**config.mk**
```make
export PLATFORM = sky130hd
export DESIGN_NAME = ctrl_iprefetch
export DESIGN_NICKNAME = d
export VERILOG_FILES = /design/src/rtl/ctrl_pkg.sv /design/src/rtl/ctrl_iw_fifo.sv /design/src/rtl/ctrl_iprefetch.sv
export SDC_FILE = /design/constraint.sdc
export NUM_CORES = 1
export LEC_CHECK = 0
export BUFFER_PORTS_ARGS = -buffer_cell sky130_fd_sc_hd__buf_2
export CAP_MARGIN = 30
export CORE_MARGIN = 5
export CORE_UTILIZATION = 45
export DETAILED_ROUTE_END_ITERATION = 6
export PLACE_DENSITY = 0.68
export SLEW_MARGIN = 25
export SYNTH_ARGS = -nofsm -noshare
export SYNTH_HDL_FRONTEND = slang
export SYNTH_SLANG_ARGS = --single-unit
```
**constraint.sdc**
```tcl
create_clock -name clk -period 6.6 [get_ports clk]
set_input_delay 0.33 -clock clk [delete_from_list [all_inputs] [get_ports clk]]
set_output_delay 0.33 -clock clk [all_outputs]
set_load 0.005 [all_outputs]
```
**src/rtl/ctrl_pkg.sv**
```systemverilog
// ----------------------------------------------------------------------------
// ctrl_pkg
// Shared definitions for the instruction prefetch controller and its buffer:
// default field widths, the instruction-word width formula and the FSM state
// encoding.
// Ports: none (package).
// ----------------------------------------------------------------------------
package ctrl_pkg;

    localparam int RFAWIDTH_DEF = 5;
    localparam int DAWIDTH_DEF  = 12;
    localparam int IAWIDTH_DEF  = 6;

    // An instruction word holds a 2-bit opcode, two register-file addresses
    // and four data-RAM addresses.
    function automatic int instr_width(input int rfa, input int da);
        return 2 + 2 * rfa + 4 * da;
    endfunction

    localparam int INSTRWIDTH_DEF = instr_width(RFAWIDTH_DEF, DAWIDTH_DEF);

    typedef enum logic [1:0] {
        ST_IDLE  = 2'b00,
        ST_RUN   = 2'b01,
        ST_DRAIN = 2'b10
    } state_t;

endpackage

```
**src/rtl/ctrl_iw_fifo.sv**
```systemverilog
// ----------------------------------------------------------------------------
// ctrl_iw_fifo
// Two-entry instruction-word FIFO. Entry 0 is always the head, so the head
// word and its valid flag come straight from flops.
// Ports:
//   clk, rst          clock, synchronous active-high reset
//   push, din         write strobe and word
//   pop               remove head (ignored when empty)
//   head              head word (entry 0)
//   full, empty       occupancy flags
//   count             occupancy 0..2
// ----------------------------------------------------------------------------
module ctrl_iw_fifo
    import ctrl_pkg::*;
#(
    parameter int WIDTH = INSTRWIDTH_DEF
)(
    input  logic             clk,
    input  logic             rst,
    input  logic             push,
    input  logic [WIDTH-1:0] din,
    input  logic             pop,
    output logic [WIDTH-1:0] head,
    output logic             full,
    output logic             empty,
    output logic [1:0]       count
);

    logic [WIDTH-1:0] entry0_r;
    logic [WIDTH-1:0] entry1_r;
    logic [1:0]       count_r;
    logic             do_pop_s;
    logic             do_push_s;

    // A push into a full buffer is only legal when the head leaves the same cycle.
    assign do_pop_s  = pop && (count_r != 2'd0);
    assign do_push_s = push && ((count_r != 2'd2) || do_pop_s);

    // Storage and occupancy update; entry 1 shifts into entry 0 on pop.
    always_ff @(posedge clk) begin
        if (rst) begin
            entry0_r <= '0;
            entry1_r <= '0;
            count_r  <= 2'd0;
        end else begin
            case ({do_push_s, do_pop_s})
                2'b10: begin
                    if (count_r == 2'd0) begin
                        entry0_r <= din;
                    end else begin
                        entry1_r <= din;
                    end
                    count_r <= count_r + 2'd1;
                end
                2'b01: begin
                    if (count_r == 2'd2) begin
                        entry0_r <= entry1_r;
                    end
                    count_r <= count_r - 2'd1;
                end
                2'b11: begin
                    if (count_r == 2'd1) begin
                        entry0_r <= din;
                    end else begin
                        entry0_r <= entry1_r;
                        entry1_r <= din;
                    end
                end
                default: begin
                    count_r <= count_r;
                end
            endcase
        end
    end

    assign head  = entry0_r;
    assign count = count_r;
    assign full  = (count_r == 2'd2);
    assign empty = (count_r == 2'd0);

endmodule

```
**src/rtl/ctrl_iprefetch.sv**
```systemverilog
// ----------------------------------------------------------------------------
// ctrl_iprefetch
// Instruction prefetch controller. On start it reads instruction memory from
// address 0 up to prog_last, buffers returned words in a 2-entry FIFO and
// presents the head word to the consumer with a valid/ready handshake.
// Optional build macro CTRL_IPREFETCH_LOOP_EN: the address wraps to 0 after
// prog_last and fetching continues until stop.
// Ports:
//   clk, rst              clock, synchronous active-high reset
//   start, stop           one-cycle control pulses
//   prog_last             last program address, captured on accepted start
//   imem_rd_en, imem_addr instruction-memory read request
//   imem_rdata            read data, valid one cycle after imem_rd_en
//   en_fetch              consumer ready
//   iw_valid, instr_word  head of the prefetch buffer
//   busy, done            status; done pulses on return to idle
// ----------------------------------------------------------------------------
module ctrl_iprefetch
    import ctrl_pkg::*;
#(
    parameter int RFAWIDTH = RFAWIDTH_DEF,
    parameter int DAWIDTH  = DAWIDTH_DEF,
    parameter int IAWIDTH  = IAWIDTH_DEF,
    localparam int INSTRWIDTH = instr_width(RFAWIDTH, DAWIDTH)
)(
    input  logic                  clk,
    input  logic                  rst,
    input  logic                  start,
    input  logic                  stop,
    input  logic [IAWIDTH-1:0]    prog_last,
    output logic                  imem_rd_en,
    output logic [IAWIDTH-1:0]    imem_addr,
    input  logic [INSTRWIDTH-1:0] imem_rdata,
    input  logic                  en_fetch,
    output logic                  iw_valid,
    output logic [INSTRWIDTH-1:0] instr_word,
    output logic                  busy,
    output logic                  done
);

    localparam logic [IAWIDTH-1:0] ADDR_ONE = {{(IAWIDTH-1){1'b0}}, 1'b1};

    state_t               state_r;
    state_t               state_nx;
    logic                 done_r;
    logic                 done_nx;
    logic [IAWIDTH-1:0]   addr_r;
    logic [IAWIDTH-1:0]   last_r;
    logic                 inflight_r;
    logic                 pop_s;
    logic                 issue_s;
    logic                 at_last_s;
    logic                 full_s;
    logic                 empty_s;
    logic [1:0]           count_s;
    logic [2:0]           proj_s;

    ctrl_iw_fifo #(
        .WIDTH (INSTRWIDTH)
    ) u_fifo (
        .clk   (clk),
        .rst   (rst),
        .push  (inflight_r),
        .din   (imem_rdata),
        .pop   (pop_s),
        .head  (instr_word),
        .full  (full_s),
        .empty (empty_s),
        .count (count_s)
    );

    assign pop_s     = !empty_s && en_fetch;
    assign at_last_s = (addr_r == last_r);

    // Occupancy after this edge: the word returning now is pushed, a transfer
    // pops. A new read lands one edge later, so it needs this to be below 2.
    assign proj_s = {1'b0, count_s} + {2'b00, inflight_r} - {2'b00, pop_s};

    // Read issue; the full-and-no-pop term is a redundant guard against overflow.
    always_comb begin
        issue_s = 1'b0;
        if ((state_r == ST_RUN) && !stop && (proj_s < 3'd2) && !(full_s && !pop_s)) begin
            issue_s = 1'b1;
        end else begin
            issue_s = 1'b0;
        end
    end

    // Next-state and done decode.
    always_comb begin
        state_nx = state_r;
        done_nx  = 1'b0;
        case (state_r)
            ST_IDLE: begin
                if (start) begin
                    state_nx = ST_RUN;
                end else begin
                    state_nx = ST_IDLE;
                end
            end
            ST_RUN: begin
`ifdef CTRL_IPREFETCH_LOOP_EN
                if (stop) begin
                    state_nx = ST_DRAIN;
                end else begin
                    state_nx = ST_RUN;
                end
`else
                if (stop || (issue_s && at_last_s)) begin
                    state_nx = ST_DRAIN;
                end else begin
                    state_nx = ST_RUN;
                end
`endif
            end
            ST_DRAIN: begin
                // No reads issue in DRAIN, so an empty projection means nothing is left.
                if (proj_s == 3'd0) begin
                    state_nx = ST_IDLE;
                    done_nx  = 1'b1;
                end else begin
                    state_nx = ST_DRAIN;
                end
            end
            default: begin
                state_nx = ST_IDLE;
            end
        endcase
    end

    // State, address counter, captured program end and in-flight flag.
    always_ff @(posedge clk) begin
        if (rst) begin
            state_r    <= ST_IDLE;
            done_r     <= 1'b0;
            addr_r     <= '0;
            last_r     <= '0;
            inflight_r <= 1'b0;
        end else begin
            state_r    <= state_nx;
            done_r     <= done_nx;
            inflight_r <= issue_s;
            if ((state_r == ST_IDLE) && start) begin
                addr_r <= '0;
                last_r <= prog_last;
            end else if (issue_s) begin
`ifdef CTRL_IPREFETCH_LOOP_EN
                if (at_last_s) begin
                    addr_r <= '0;
                end else begin
                    addr_r <= addr_r + ADDR_ONE;
                end
`else
                addr_r <= addr_r + ADDR_ONE;
`endif
            end else if (done_nx) begin
                addr_r <= '0;
            end
        end
    end

    assign imem_rd_en = issue_s;
    assign imem_addr  = addr_r;
    assign iw_valid   = !empty_s;
    assign busy       = (state_r != ST_IDLE);
    assign done       = done_r;

endmodule

```
**After elaboration in Yosys (flattened, before gate mapping)**

Index checks and enable logic that the tools add are counted.

- Register bits after elaboration: 138
- Output and inout bits: 70
- Word-level logic and storage cells: 71

- $add $sub $neg: 5
- Magnitude comparators: 1
- Equal/unequal tests: 13
- Multiplexer cells: 17
- Reductions and logical operators: 27

Operators with widths:

| operator | number |
|---|---|
| two-way mux 60 bit | 5 |
| one-hot mux 60 bit (3 select lines) | 1 |
| one-hot mux 60 bit (2 select lines) | 1 |
| two-way mux 6 bit | 2 |
| inequality test 2 bit, second input constant | 5 |
| nonzero test 2 bit | 5 |
| logical AND 1 bit | 9 |
| equality test 2 bit, second input constant | 4 |
| adder 6 x 1 -> 6 bit, second input constant | 1 |
| equality test 2 x 1 -> 1 bit, second input constant | 3 |
| equality test 6 bit | 1 |
| one-hot mux 2 bit (3 select lines) | 1 |
| AND reduction 3 bit | 2 |
| zero test 1 bit | 4 |
| zero test 2 bit | 2 |
| two-way mux 1 bit | 4 |
| two-way mux 2 bit | 2 |
| one-hot mux 2 bit (2 select lines) | 1 |
| adder 2 x 1 -> 3 bit | 1 |
| zero test 3 bit | 1 |
| < comparator 3 x 2 -> 1 bit, second input constant | 1 |
| nonzero test 3 bit | 1 |
| subtractor 3 x 1 -> 3 bit | 1 |
| adder 2 x 1 -> 2 bit, second input constant | 1 |
| other kinds (3) | 4 |

**Longest topological paths before layout**

- Word-level depth: 12
- Gate-level depth with buffers: 16

**Cells and area by module**

A second synthesis with hierarchy kept.

- Cell total of the unflattened synthesis: 723
- Area, all modules: 5791.8 um2

Modules (own cells, without submodules):

| module | instances | cells an instance | area each (um2) |
|---|---|---|---|
| ctrl_iw_fifo | 1 | 620 | 4918.5 |
| ctrl_iprefetch | 1 | 103 | 873.3 |

**Worst setup path after synthesis**

OpenSTA, ideal clock, no wires.

- Kind: register -> register
- From: register u_fifo.count_r[1], in the netlist u_fifo.count[1]
- To: register state_r[1]
- Library setup time: 70 ps
- Arrival: 2970 ps
- Data required time: 6530 ps
- Slack: 3560 ps
- Stages on the path, launching flop included: 17
- Buffers on the path: 1
- Clock period less this slack: 3040 ps
- Cells stage by stage: dfxtp_1 > inv_1 > ha_1 > nand2b_4 > buf_6 > clkinv_2 > ha_1 > inv_1 > ha_1 > inv_1 > fa_1 > xnor2_1 > o2111ai_4 > clkinv_2 > a41oi_2 > or3b_1 > a21oi_1

- Longest elaborated chain between the ends: 12
- Elaborated cells on any way between the ends: 19
- Classes of those cells: add/sub (2); order compare (1); eq/ne (1); mux (4); reduce/logical (11)

RTL lines:

| element | line | source |
|---|---|---|
| start: declaration | ctrl_iw_fifo.sv:31 | `logic [1:0] count_r;` |
| start signal: assignment | ctrl_iw_fifo.sv:53 | `count_r <= count_r + 2'd1;` |
| start signal: assignment | ctrl_iw_fifo.sv:59 | `count_r <= count_r - 2'd1;` |
| start signal: assignment | ctrl_iw_fifo.sv:70 | `count_r <= count_r;` |
| branches (longest 6 deep; another with adder 2 x 1 -> 3 bit) | - |  |
| logical AND 1 bit (*) | ctrl_iprefetch.sv:82 | `if ((state_r == ST_RUN) && !stop && (proj_s < 3'd2) && !(full_s && !pop_s)) begin` |
| two-way mux 1 bit (*) | ctrl_iprefetch.sv:82 |  |
| via imem_rd_en | ctrl_iprefetch.sv:31 | `output logic imem_rd_en,` |
| logical AND 1 bit (*) | ctrl_iprefetch.sv:109 | `if (stop \|\| (issue_s && at_last_s)) begin` |
| logical OR 1 bit (*) | ctrl_iprefetch.sv:109 |  |
| two-way mux 2 bit (*) | ctrl_iprefetch.sv:109 |  |
| one-hot mux 2 bit (3 select lines) (*) | ctrl_iprefetch.sv:93 | `case (state_r)` |
| end signal: assignment | ctrl_iprefetch.sv:140 | `state_r <= state_nx;` |
| end: declaration | ctrl_iprefetch.sv:43 | `state_t state_r;` |

Mark *: on every way through the listed nets, which the timed path passes.
A chain may end at the register's enable or synchronous reset.

**Worst setup path in the final report**

- From: register u_fifo.count_r[1], in the netlist u_fifo.count[1]
- To: output port imem_rd_en

- Longest elaborated chain between the ends: 8
- Elaborated cells on any way between the ends: 13
- Classes of those cells: add/sub (2); order compare (1); eq/ne (1); mux (1); reduce/logical (8)

RTL lines:

| element | line |
|---|---|
| branches (longest 6 deep; another with adder 2 x 1 -> 3 bit) | - |
| logical AND 1 bit (*) | ctrl_iprefetch.sv:82 |
| two-way mux 1 bit (*) | ctrl_iprefetch.sv:82 |
| end: declaration | ctrl_iprefetch.sv:31 |

Mark *: on every way between the ends.

==> flow_summary.json <==
{
  "fin_hold_ws_ns": 0.149,
  "cts_tree": "built",
  "wire_per_inst_um": 14.7,
  "grt_pass1_vias": 4707,
  "finalSetupTns_ns": 0,
  "fin_nets": 847,
  "dpl_cell_area_um2": 6340,
  "hold_path_class": "in2reg",
  "status": "finished, final reports clean",
  "cts.sinks": 138,
  "worst_pin_slew_ns": 0.857,
  "stdcell_count": 947,
  "grt.total_usage_pct": 18.8,
  "htreeDepth": 4,
  "path_clk_slew_ns": 0.06,
  "grt_max_degree": 98,
  "yosys.area.top_type": "dfxtp_1",
  "p_leak_nw": 2.85,
  "ant_nets": 0,
  "die_x_um": 121,
  "vias": 5001,
  "syn_area_per_cell_um2": 8.53,
  "synth-main-ff-cell": "dfxtp_1",
  "final_area_um2": 7050,
  "final_cell_mix": "buf_2, dfxtp_1, nand2_1",
  "crit_type": "reg2out",
  "numPortBuffers": 140,
  "overflow": 0,
  "yosysWarnings": 0,
  "critPathBufInv": 6,
  "slew_viol_final": 0,
  "drive_gt1_share_pct": 24.5,
  "p_per_area_nw_per_um2": 449,
  "switching_share_pct": 31.6,
  "post_cts_buffers": 0,
  "critPathLaunchType": "register",
  "die-area_um2": 14700,
  "critPathTopFamily": "adder cells",
  "min_period_over_period_pct": 52.8,
  "die_h_um": 121,
  "clock_latency_ns": 0.41,
  "power_frac_seq_pct": 36.3,
  "grt_pass1_wl_um": 22400,
  "clockBufferDepth": 2,
  "vias_per_cell": 5.28,
  "yosysSeqAreaShare_pct": 49.5,
  "crit_required_ns": 6.27,
  "ys_types": 37,
  "drt_iter0_markers": 363,
  "setup.worst_path.end_class": "output pin",
  "core_area_um2": 12100,
  "post-route-drc-count": 0,
  "synth_edf_count": 0,
  "mostFrequentLayoutCell": "buf_2",
  "slew_headroom_pct": 42.9,
  "place_hpwl_um": 9190,
  "setup_violations": 0,
  "hold_violations": 0,
  "dp_cells": 914,
  "rsz0062_at_grt": "no",
  "max_freq_mhz": 287,
  "drv_cap": 0,
  "synth-seq-cells": 138,
  "crit_fanout": 7,
  "ir_worst_vdd_mv": 0.187,
  "worstPathArrival_ns": 3.16,
  "first_pass_iters": 5,
  "wl_um": 13900,
  "cts_made_buffers": 17,
  "synth_top_area_share_pct": 49.5,
  "critPathMaxStageDelay_ns": 0.38,
  "crit_slowest_cell": "fa_1",
  "p_comb_share_pct": 29.5,
  "cts_resized": 0,
  "fin_worst_skew_ns": 0.00743,
  "routabilityCongestion": 0.789,
  "initial_utilization_pct": 46.3,
  "period_minus_slack_ns": 3.49,
  "antenna_found_initial": 0,
  "clkPwrFrac_pct": 34.2,
  "yosys-top-cells-area": "dfxtp_1, nand2_1, a211oi_1",
  "post_synth_instance_area_um2": 5580,
  "p_int_mw": 2.17,
  "synth_cells": 654,
  "p_total_mw": 3.17,
  "async_reset_ff_share_pct": 0,
  "rows": 40,
  "cp_cell_sequence": "inv_1, ha_1, nand2b_4, clkinv_2, ha_1, inv_1, ha_1, inv_1, fa_1, xnor2_1, o2111ai_4, clkinv_2, buf_2",
  "p_switching_mw": 1.00,
  "area_growth_pct": 26.3,
  "cts_root_buffer": "clkbuf_16",
  "diodes": 0,
  "holdBufCountCts": 0,
  "synth.net_count": 735,
  "pin_count": 141
}
## logic make-up (layout without fill, tap and decap cells)
logic type / count (synthesis) / after routing / share of synthesized area (%)
simple gates: 223 / 223 / 16.0
compound gates: 201 / 201 / 24.4
flops: 138 / 138 / 49.5
fa+ha+maj: 10 / 10 / 2.38
mux: 7 / 7 / 1.26
xor+xnor: 9 / 9 / 1.41
buf+inv: 66 / 191 / 5.05
## state kept, by name, indices dropped and copies added, names as in the netlist
| register | count |
|---|---|
| done | 1 |
| imem_addr | 6 |
| u_fifo.entry1_r | 60 |
| u_fifo.head | 60 |
| state_r | 2 |
| last_r | 6 |
| u_fifo.count | 2 |
| inflight_r | 1 |
## routing by layer
metal,routed length [um],global-route usage [%]
met1,6010,22.4
met2,6810,31.5
met3,847,5.31
met4,244,8.33
met5,0,0
## worst reg2reg max path, stage by stage, from the launching register on
cell	delay [ns]
dfxtp_1	0.36
inv_1	0.12
ha_1	0.23
nand2b_4	0.20
clkinv_2	0.13
ha_1	0.29
inv_1	0.06
ha_1	0.13
inv_1	0.06
fa_1	0.38
xnor2_1	0.29
o2111ai_4	0.22
clkinv_2	0.14
a41oi_2	0.12
or3b_1	0.40
a21oi_1	0.14
## worst paths after layout
path                                                       start                               end  slack, ns  depth (start not counted)
worst max-delay path                u_fifo.count[1]$_SDFFE_PP0P_                        imem_rd_en       3.11                         13
worst min-delay path                                prog_last[0]            last_r[0]$_SDFFE_PP0P_       0.15                          3
worst max register to register      u_fifo.count[1]$_SDFFE_PP0P_             state_r[1]$_SDFF_PP0_       3.27                         15
worst min register to register  u_fifo.entry1_r[52]$_SDFFE_PP0P_  u_fifo.entry1_r[52]$_SDFFE_PP0P_       0.45                          2
## power groups by stage
stage	sequential [mW]	combinational, mW	clock, mW
2_1_floorplan	1.17	0.621	0
3_3_place_gp	1.16	0.916	0
3_5_place_dp	1.17	0.943	0
4_1_cts	1.15	0.946	1.10
5_1_grt	1.17	1.05	1.14
6_report	1.15	0.934	1.08
## stage by stage
stage          util [%]  worst slack (ns)
6_report           58.4              3.11
5_1_grt            58.4              2.95
4_1_cts            58.3              3.09
3_5_place_dp       52.6              3.29
3_3_place_gp       52.5              3.50
2_1_floorplan         -              3.56
## synth_stat cells, types with 2 or more instances
library cell,count
buf_2,7
a211oi_1,62
o21ai_0,2
a22oi_1,61
a21oi_1,67
ha_1,9
nor4_1,2
a31oi_1,3
nand2_1,128
xor2_1,6
clkinv_2,2
nand3_1,4
xnor2_1,3
buf_4,4
o21bai_1,2
dfxtp_1,138
or2_2,2
or3_1,2
clkbuf_1,34
inv_1,10
nor2_1,77
mux2i_1,7
buf_1,8
## final cells by class
cell class                 count  area, um^2
sequential                   138        2760
multi-input combinational    450        2570
clock inverter                11         215
fill                        1081        5010
inverter                      12        47.5
tap                          168         210
timing repair buffer         147         768
clock buffer                  21         470
Note: power is estimated with default switching activity, not from simulation.
